### src/rtl/hex_display_scanner_if.sv
// Bus between the result registers and the 7-segment scanner.
// Master loads the shadow values; slave drives the decoder and anode pins.
interface hex_display_scanner_if;
   logic [15:0] data;
   logic        load;
   logic [3:0]  dp_in;
   logic [3:0]  en;
   logic        blank_lz;
   logic [3:0]  digit;
   logic [3:0]  anode;
   logic        dp;

   modport master (
      output data, load, dp_in, en, blank_lz,
      input  digit, anode, dp
   );

   modport slave (
      input  data, load, dp_in, en, blank_lz,
      output digit, anode, dp
   );
endinterface

### src/rtl/hex_display_scanner.sv
// 4-digit common-anode display scanner: shadowed value, prescaled
// position rotation, anti-ghost guard and leading-zero blanking.
module hex_display_scanner #(
   parameter int REFRESH_DIV = 100000,
   parameter int GUARD       = 1000
) (
   input logic             clk,
   input logic             reset,
   hex_display_scanner_if.slave bus
);

   localparam int CW = (REFRESH_DIV > 1) ? $clog2(REFRESH_DIV) : 1;
   localparam logic [CW-1:0] CNT_MAX = CW'(REFRESH_DIV - 1);
   localparam logic [CW-1:0] GUARD_C = CW'(GUARD);

   logic [15:0]   shadow_data_q;
   logic [3:0]    shadow_dp_q;
   logic [3:0]    shadow_en_q;
   logic          shadow_lz_q;

   logic [CW-1:0] cnt_q;
   logic [CW-1:0] cnt_d;
   logic [1:0]    sel_q;
   logic [1:0]    sel_d;
   logic          tick;

   logic [3:0]    digit_q;
   logic [3:0]    digit_d;
   logic [3:0]    anode_q;
   logic [3:0]    anode_d;
   logic          dp_q;
   logic          dp_d;

   logic [3:0]    nib_zero;
   logic [3:0]    lz_run;
   logic [3:0]    blank;
   logic          guard;
   logic          off;

   if (GUARD > 0) begin : g_guard
      assign guard = (cnt_q < GUARD_C);
   end else begin : g_noguard
      assign guard = 1'b0;
   end

   always_comb begin
      tick  = (cnt_q == CNT_MAX);
      cnt_d = tick ? '0 : cnt_q + CW'(1);
      sel_d = tick ? sel_q + 2'd1 : sel_q;
   end

   // lz_run[s]: nibbles s..3 all zero; position 0 is never suppressed
   always_comb begin
      for (int i = 0; i < 4; i++) begin
         nib_zero[i] = (shadow_data_q[4*i +: 4] == 4'h0);
      end
      lz_run[3] = nib_zero[3];
      lz_run[2] = nib_zero[2] & lz_run[3];
      lz_run[1] = nib_zero[1] & lz_run[2];
      lz_run[0] = 1'b0;
      blank     = ~shadow_en_q | ({4{shadow_lz_q}} & lz_run);
   end

   always_comb begin
      off     = guard | blank[sel_q];
      digit_d = shadow_data_q[{sel_q, 2'b00} +: 4];
      anode_d = off ? 4'hF : ~(4'b0001 << sel_q);
      dp_d    = shadow_dp_q[sel_q] & ~off;
   end

   always_ff @(posedge clk or posedge reset) begin
      if (reset) begin
         shadow_data_q <= '0;
         shadow_dp_q   <= '0;
         shadow_en_q   <= '0;
         shadow_lz_q   <= 1'b0;
      end else if (bus.load) begin
         shadow_data_q <= bus.data;
         shadow_dp_q   <= bus.dp_in;
         shadow_en_q   <= bus.en;
         shadow_lz_q   <= bus.blank_lz;
      end
   end

   always_ff @(posedge clk or posedge reset) begin
      if (reset) begin
         cnt_q <= '0;
         sel_q <= 2'd0;
      end else begin
         cnt_q <= cnt_d;
         sel_q <= sel_d;
      end
   end

   always_ff @(posedge clk or posedge reset) begin
      if (reset) begin
         digit_q <= 4'h0;
         anode_q <= 4'hF;
         dp_q    <= 1'b0;
      end else begin
         digit_q <= digit_d;
         anode_q <= anode_d;
         dp_q    <= dp_d;
      end
   end

   assign bus.digit = digit_q;
   assign bus.anode = anode_q;
   assign bus.dp    = dp_q;

endmodule

### src/flat_wrapper.sv
// flat-port wrapper written by rule: the top's interface ports become plain ports
module hex_display_scanner_flat 
#(
   parameter int REFRESH_DIV = 100000,
   parameter int GUARD       = 1000
)
  (clk, reset, bus_data, bus_load, bus_dp_in, bus_en, bus_blank_lz, bus_digit, bus_anode, bus_dp);
  hex_display_scanner_if bus_i ();
  input logic clk;
  input logic reset;
  input wire logic [$bits(bus_i.data)-1:0] bus_data;
  input wire logic [$bits(bus_i.load)-1:0] bus_load;
  input wire logic [$bits(bus_i.dp_in)-1:0] bus_dp_in;
  input wire logic [$bits(bus_i.en)-1:0] bus_en;
  input wire logic [$bits(bus_i.blank_lz)-1:0] bus_blank_lz;
  output wire logic [$bits(bus_i.digit)-1:0] bus_digit;
  output wire logic [$bits(bus_i.anode)-1:0] bus_anode;
  output wire logic [$bits(bus_i.dp)-1:0] bus_dp;
  assign bus_i.data = bus_data;
  assign bus_i.load = bus_load;
  assign bus_i.dp_in = bus_dp_in;
  assign bus_i.en = bus_en;
  assign bus_i.blank_lz = bus_blank_lz;
  assign bus_digit = bus_i.digit;
  assign bus_anode = bus_i.anode;
  assign bus_dp = bus_i.dp;
  hex_display_scanner #(.REFRESH_DIV(REFRESH_DIV), .GUARD(GUARD)) u_core (.clk(clk), .reset(reset), .bus(bus_i));
endmodule
### config.mk
export PLATFORM = sky130hd
export DESIGN_NAME = hex_display_scanner_flat
export DESIGN_NICKNAME = d
export VERILOG_FILES = /design/src/rtl/hex_display_scanner_if.sv /design/src/rtl/hex_display_scanner.sv /design/src/flat_wrapper.sv
export SDC_FILE = /design/constraint.sdc
export NUM_CORES = 1
export LEC_CHECK = 0
export ABC_AREA = 1
export CORE_ASPECT_RATIO = 1.5
export CORE_MARGIN = 10
export CORE_UTILIZATION = 54
export DETAILED_ROUTE_END_ITERATION = 6
export PLACE_DENSITY_LB_ADDON = 0.3
export SLEW_MARGIN = 20
export SYNTH_ARGS = -nofsm -noshare
export SYNTH_HDL_FRONTEND = slang
export SYNTH_SLANG_ARGS = --single-unit
### constraint.sdc
create_clock -name clk -period 2.1 [get_ports clk]
set_clock_uncertainty 0.05 [all_clocks]
set_input_delay 0.21 -clock clk [delete_from_list [all_inputs] [get_ports clk]]
set_output_delay 0.21 -clock clk [all_outputs]
set_load 0.1 [all_outputs]
==> impl_metrics.env, run 1 <==
export IMPL_status="completed"
export IMPL_grt_util_all_layers_pct=13.02
export IMPL_nets=352
export IMPL_slew_viol_final=0
export IMPL_synth_top_area_cell="dfrtp_1"
export IMPL_hpwl_um=3830
export IMPL_grt_pass1_vias=1984
export IMPL_reg2reg_depth=5
export IMPL_start_util_pct=56.09
export IMPL_synth_area_um2=2569
export IMPL_clock_latency_ps=300
export IMPL_reg2reg_slack_ps=440
export IMPL_drtAntennaViolNets=0
export IMPL_worstReg2RegStart="u_core.sel_q[0]"
export IMPL_synthesis_nets=314
export IMPL_async_flop_share_pct=100.0
export IMPL_rows=30
export IMPL_synth_edf_count=0
export IMPL_ys_ff_latch=53
export IMPL_hold_violations=0
export IMPL_powerDensity_nw_per_um2=616.8
export IMPL_cp_start_kind="flop"
export IMPL_p_clk_share_pct=29.2
export IMPL_synthToLayoutAreaGrowth_pct=19.48
export IMPL_cts_buffers=5
export IMPL_synthCells=281
export IMPL_r2r_end="u_core.bus.dp"
export IMPL_power_mw=1.893
export IMPL_antenna_found_initial=0
export IMPL_place_congestion=0.9241
export IMPL_coreArea_um2=4579
export IMPL_layout_drive_gt1_share_pct=16.25
export IMPL_setup_viol=0
export IMPL_end_kind="flop"
export IMPL_ys_types=29
export IMPL_dieArea_um2=7973
export IMPL_arrival_ps=1820
export IMPL_grt_max_degree=54
export IMPL_num_io_pins=37
export IMPL_routed_wl_um=5055
export IMPL_p_leak_nw=1.425
export IMPL_fmax_mhz=600.7
export IMPL_overflow=0
export IMPL_grt_pass1_wl_um=8756
export IMPL_vias=1961
export IMPL_synth_warnings=0
export IMPL_fin_crit_sh_pct=79.27
export IMPL_cts_resized=0
export IMPL_netlist_area_leader_share_pct=47.74
export IMPL_drcViolationCount=0
export IMPL_rsz0062_at_grt="no"
export IMPL_path_max_fanout=15
export IMPL_syn_avg_cell_area_um2=9.141
export IMPL_intPower_mw=1.411
export IMPL_drt_wirelength_per_cell_um=13.16
export IMPL_critPathKind="flop to flop"
export IMPL_fin_setup_tns_ps=0
export IMPL_clk_pin_slew_ps=90
export IMPL_clk_path_buf_depth=2
export IMPL_dr_first_iter_drc_count=90
export IMPL_comb_power_share_pct=12.9
export IMPL_hp_class="input port to asynchronous set/reset pin"
export IMPL_io_buffers=36
export IMPL_die_h_um=104.5
export IMPL_crit_required_ps=2260
export IMPL_vias_per_cell=5.107
export IMPL_p_sw_mw=0.4819
export IMPL_slew_headroom_pct=68.38
export IMPL_post_cts_buffers=0
export IMPL_die_x_um=76.32
export IMPL_max_cap_viol_count=0
export IMPL_pwr_share_seq_pct=58.0
export IMPL_p_sw_share_pct=25.45
export IMPL_synth_area_leaders="dfrtp_1, nand2_1, inv_1"
export IMPL_ctsRootBufferMaster="clkbuf_8"
export IMPL_first_pass_iters=4
export IMPL_synthTopCellsByCount="dfrtp_1, nand2_1, inv_1"
export IMPL_ctsHoldBuffers=0
export IMPL_peakVddDrop_mv=0.6173
export IMPL_clock_sinks=53
export IMPL_worst_slew_pin_transition_ps=474.3
export IMPL_cts_tree="yes"
export IMPL_n_antenna_cell=0
export IMPL_ys_dominant_reg_cell="dfrtp_1"
export IMPL_htreeDepth=2
export IMPL_seq_area_frac_synth_pct=51.83
export IMPL_fillers=396
export IMPL_min_period_ps=1665
## cells by family (layout without fill, tap and decap cells)
| logic type | count (synthesis) | in the layout | synth area share, % |
|---|---|---|---|
| AND/OR/NAND/NOR | 113 | 113 | 21.53 |
| flip-flops | 53 | 53 | 51.83 |
| buffers and inverters | 46 | 85 | 6.917 |
| AO/OA/AOI/OAI | 40 | 40 | 7.940 |
| XOR/XNOR | 12 | 12 | 4.092 |
| multiplexers | 12 | 12 | 5.261 |
| adder cells (fa/ha/maj) | 5 | 5 | 2.435 |
## per-stage QoR
stage	std cells	util (%)	hold slack, ps	worst slack [ps]	area (µm²)
2_1_floorplan	281	-	281.0	560.4	2569
3_3_place_gp	376	65.19	412.3	523.8	2985
3_5_place_dp	376	65.19	428.7	466.0	2985
4_1_cts	384	67.02	220.0	451.3	3069
5_1_grt	384	67.02	262.6	268.4	3069
6_report	384	67.02	204.8	435.4	3069
## layout by cell type (no fill, tap or decap)
cell,netlist,routed
buf_12,0,1
clkbuf_8,0,5
nor3_4,1,1
clkbuf_1,5,2
clkinvlp_4,0,1
inv_1,36,35
nor3_1,6,6
nand4_2,1,1
ha_1,5,5
nand2_2,3,3
nor3b_1,1,1
buf_4,0,10
nor2_1,23,23
clkdlybuf4s50_1,0,27
nor2_4,2,2
dfrtp_1,49,49
o21ai_0,20,20
inv_2,2,3
mux2_2,12,12
o22ai_1,1,1
nand2_1,49,49
a21oi_1,17,17
o21ai_1,1,1
nor2_2,4,4
inv_4,1,1
nand3_1,9,9
nor4_2,1,1
dfstp_2,4,4
nand3_2,3,3
xnor2_1,1,1
xor2_1,11,11
o211ai_1,1,1
nand4_1,10,10
## registers in the layout (all words and copies together) (netlist names)
| signal | flops |
|---|---|
| u_core.bus.digit | 4 |
| u_core.shadow_en_q | 4 |
| u_core.sel_q | 2 |
| u_core.shadow_data_q | 16 |
| u_core.cnt_q | 17 |
| u_core.bus.anode | 4 |
| u_core.shadow_dp_q | 4 |
| u_core.bus.dp | 1 |
| u_core.shadow_lz_q | 1 |
## worst max path at each step
stage	from	to	slack, ps
after floorplan	reset	u_core.bus.digit[0]	560
after global placement	u_core.sel_q[0]	u_core.sel_q[1]	520
after detailed placement	u_core.sel_q[0]	u_core.sel_q[1]	470
after CTS	u_core.sel_q[0]	u_core.bus.dp	450
after global routing	u_core.sel_q[0]	u_core.bus.dp	270
final	u_core.sel_q[0]	u_core.bus.dp	440
## layer usage
layer,part of all wire [%],up-vias,track usage [%]
met5,0,-,0
met4,2.7,0,6.533
li1,-,985,-
met3,3.6,12,3.201
met1,41,924,14.20
met2,52,40,22.69
## worst max-delay path, cell delays in order (launching register included)
cell and delay [ps]:
dfrtp_1 650, inv_1 350, a21oi_1 220, nand2_1 150, nand3_2 110, nor2_2 40
## power groups by stage
stage	clock network (mW)	registers (mW)	logic (mW)
after global routing	0.607	1.10	0.268
after floorplan	0	1.17	0.0989
after detailed placement	0	1.12	0.246
final	0.553	1.10	0.244
after global placement	0	1.12	0.241
after CTS	0.565	1.10	0.247
## layout make-up
cell class / count / area (µm²) / share of cell area (%)
clock buffer: 7 / 76.32 / 2.487
clock inverter: 1 / 7.507 / 0.2446
inverter: 39 / 148.9 / 4.851
multi-input combinational: 182 / 1060 / 34.53
sequential: 53 / 1331 / 43.38
tap: 64 / 80.08 / 2.609
timing repair buffer: 38 / 365.4 / 11.90
(Power assumes the default switching activity.)
==> inputs of run 2 (changes only) <==
clock period = 1.6 ns   (was 2.1 ns; I/O delays follow)
==> impl_metrics.env, run 2 (synthesized netlist as in run 1, its figures left out) <==
export IMPL_grt_pass1_wl_um=9666
export IMPL_worst_slew_pin_transition_ps=415.0
export IMPL_first_pass_iters=4
export IMPL_dieArea_um2=7973
export IMPL_powerDensity_nw_per_um2=827.9
export IMPL_vias=2008
export IMPL_cp_cell_sequence="ha_2 > nand2_1 > nor2_4 > nand4_1 > nor4_4 > nor2_1"
export IMPL_final_cell_mix="nand2_1, dfrtp_1, inv_1, clkdlybuf4s50_1, nor2_1"
export IMPL_final_cells=392
export IMPL_end_kind="flop"
export IMPL_seq_area_um2=1331
export IMPL_multi_input_area_um2=1084
export IMPL_drcViolationCount=0
export IMPL_slowest_delay_ps=370
export IMPL_io_buffers=36
export IMPL_hold_violations=0
export IMPL_die_x_um=76.32
export IMPL_hp_class="input port to asynchronous set/reset pin"
export IMPL_status="completed"
export IMPL_clk_path_buf_depth=2
export IMPL_rows=30
export IMPL_clock_latency_ps=310
export IMPL_place_area_um2=3148
export IMPL_crit_slowest_cell="dfrtp_1"
export IMPL_power_mw=2.741
export IMPL_drtAntennaViolNets=0
export IMPL_largest_reg_flops=17
export IMPL_routed_wl_um=5715
export IMPL_clock_sinks=53
export IMPL_fmax_mhz=668.0
export IMPL_antenna_found_initial=0
export IMPL_die_h_um=104.5
export IMPL_coreArea_um2=4579
export IMPL_grt_max_degree=39
export IMPL_fillers=355
export IMPL_synthToLayoutAreaGrowth_pct=28.88
export IMPL_hpwl_um=4393
export IMPL_regMostFlops="u_core.cnt_q"
export IMPL_clk_pin_slew_ps=90
export IMPL_crit_required_ps=1740
export IMPL_worstReg2RegStart="u_core.cnt_q[1]"
export IMPL_ctsRootBufferMaster="clkbuf_8"
export IMPL_grt_pass1_vias=2145
export IMPL_slew_headroom_pct=72.30
export IMPL_dp_cells=381
export IMPL_vias_per_cell=5.122
export IMPL_start_util_pct=56.09
export IMPL_setup_viol=0
export IMPL_r2r_end="u_core.cnt_q[15]"
export IMPL_place_congestion=0.8955
export IMPL_htreeDepth=2
export IMPL_design_area_um2=3311
export IMPL_cts_buffers=5
export IMPL_overflow=0
export IMPL_critPathKind="flop to flop"
export IMPL_dr_first_iter_drc_count=100
export IMPL_reg_largest_list="u_core.cnt_q: 17 flops, u_core.shadow_data_q: 16 flops"
export IMPL_cp_start_kind="flop"
export IMPL_max_cap_viol_count=0
export IMPL_fin_crit_sh_pct=93.56
export IMPL_slew_viol_final=0
export IMPL_grt_util_all_layers_pct=14.63
export IMPL_num_io_pins=37
export IMPL_nets=360
export IMPL_arrival_ps=1630
export IMPL_path_max_fanout=3
export IMPL_cts_tree="yes"
export IMPL_layout_drive_gt1_share_pct=19.21
export IMPL_min_period_ps=1497
export IMPL_ctsHoldBuffers=0
export IMPL_drt_wirelength_per_cell_um=14.58
export IMPL_n_antenna_cell=0
export IMPL_peakVddDrop_mv=0.8167
export IMPL_p_leak_nw=1.553
export IMPL_reg2reg_depth=6
export IMPL_reg2reg_slack_ps=100
-- run 2: cell count changes in the layout (fill, tap and decap cells not counted), sizes merged --
cell	delta
clkinvlp	-1
bufinv	+1
buf	+8
-- run 2: area by class of cell --
type                       instances  area share (%)
timing repair buffer              46           16.63
tap                               64           2.419
clock inverter                     1          0.9070
inverter                          39           4.497
multi-input combinational        182           32.73
clock buffer                       7           2.608
sequential                        53           40.21
-- run 2: where the power goes --
part | switching, mW | internal (mW) | total, mW
combinational | 0.194 | 0.168 | 0.361
sequential | 0.0409 | 1.41 | 1.45
clock | 0.420 | 0.510 | 0.930
-- run 2: metrics by stage --
step	utilization [%]	TNS [ps]	hold WS (ps)	setup WS [ps]
after floorplan	-	0	231.0	110.4
after global placement	68.74	0	392.8	72.79
after detailed placement	68.74	0	393.2	9.399
after CTS	71.78	0	56.01	5.771
after global routing	72.30	-24.53	80.62	-19.68
final	72.30	0	57.90	103.0
-- run 2: worst max-delay path by stage --
stage	start	end	slack [ps]	cells after the start
after CTS	u_core.cnt_q[1]	u_core.cnt_q[16]	6	6
final	u_core.cnt_q[1]	u_core.cnt_q[15]	100	6
after floorplan	reset	u_core.bus.digit[0]	110	1
after detailed placement	u_core.cnt_q[0]	u_core.cnt_q[16]	9	6
after global routing	u_core.cnt_q[1]	u_core.cnt_q[15]	-20	6
after global placement	u_core.cnt_q[0]	u_core.cnt_q[15]	70	6
-- run 2: repair_timing --
item / 4_1_cts / 5_1_grt
resized for setup: 2 / 3
endpoints found under the setup margin: 2 / 5
pin swaps: 2 / 1
endpoints found under the hold margin: 0 / 0
setup buffers: 2 / 1
-- run 2: layer usage --
metal  GRT usage [%]  part of all wire [%]  wire length, µm
met2           27.73                    57             3229
met1           14.59                    37             2130
met4           6.400                   3.0              174
met3           3.287                   3.2              181
met5               0                     0                0
-- run 2: critical path, delay by kind of cell (launching register included) --
kind | cells | cell delay (ps)
adders and majority gates | 1 | 200
DFF | 1 | 370
and+or+nand+nor | 5 | 780
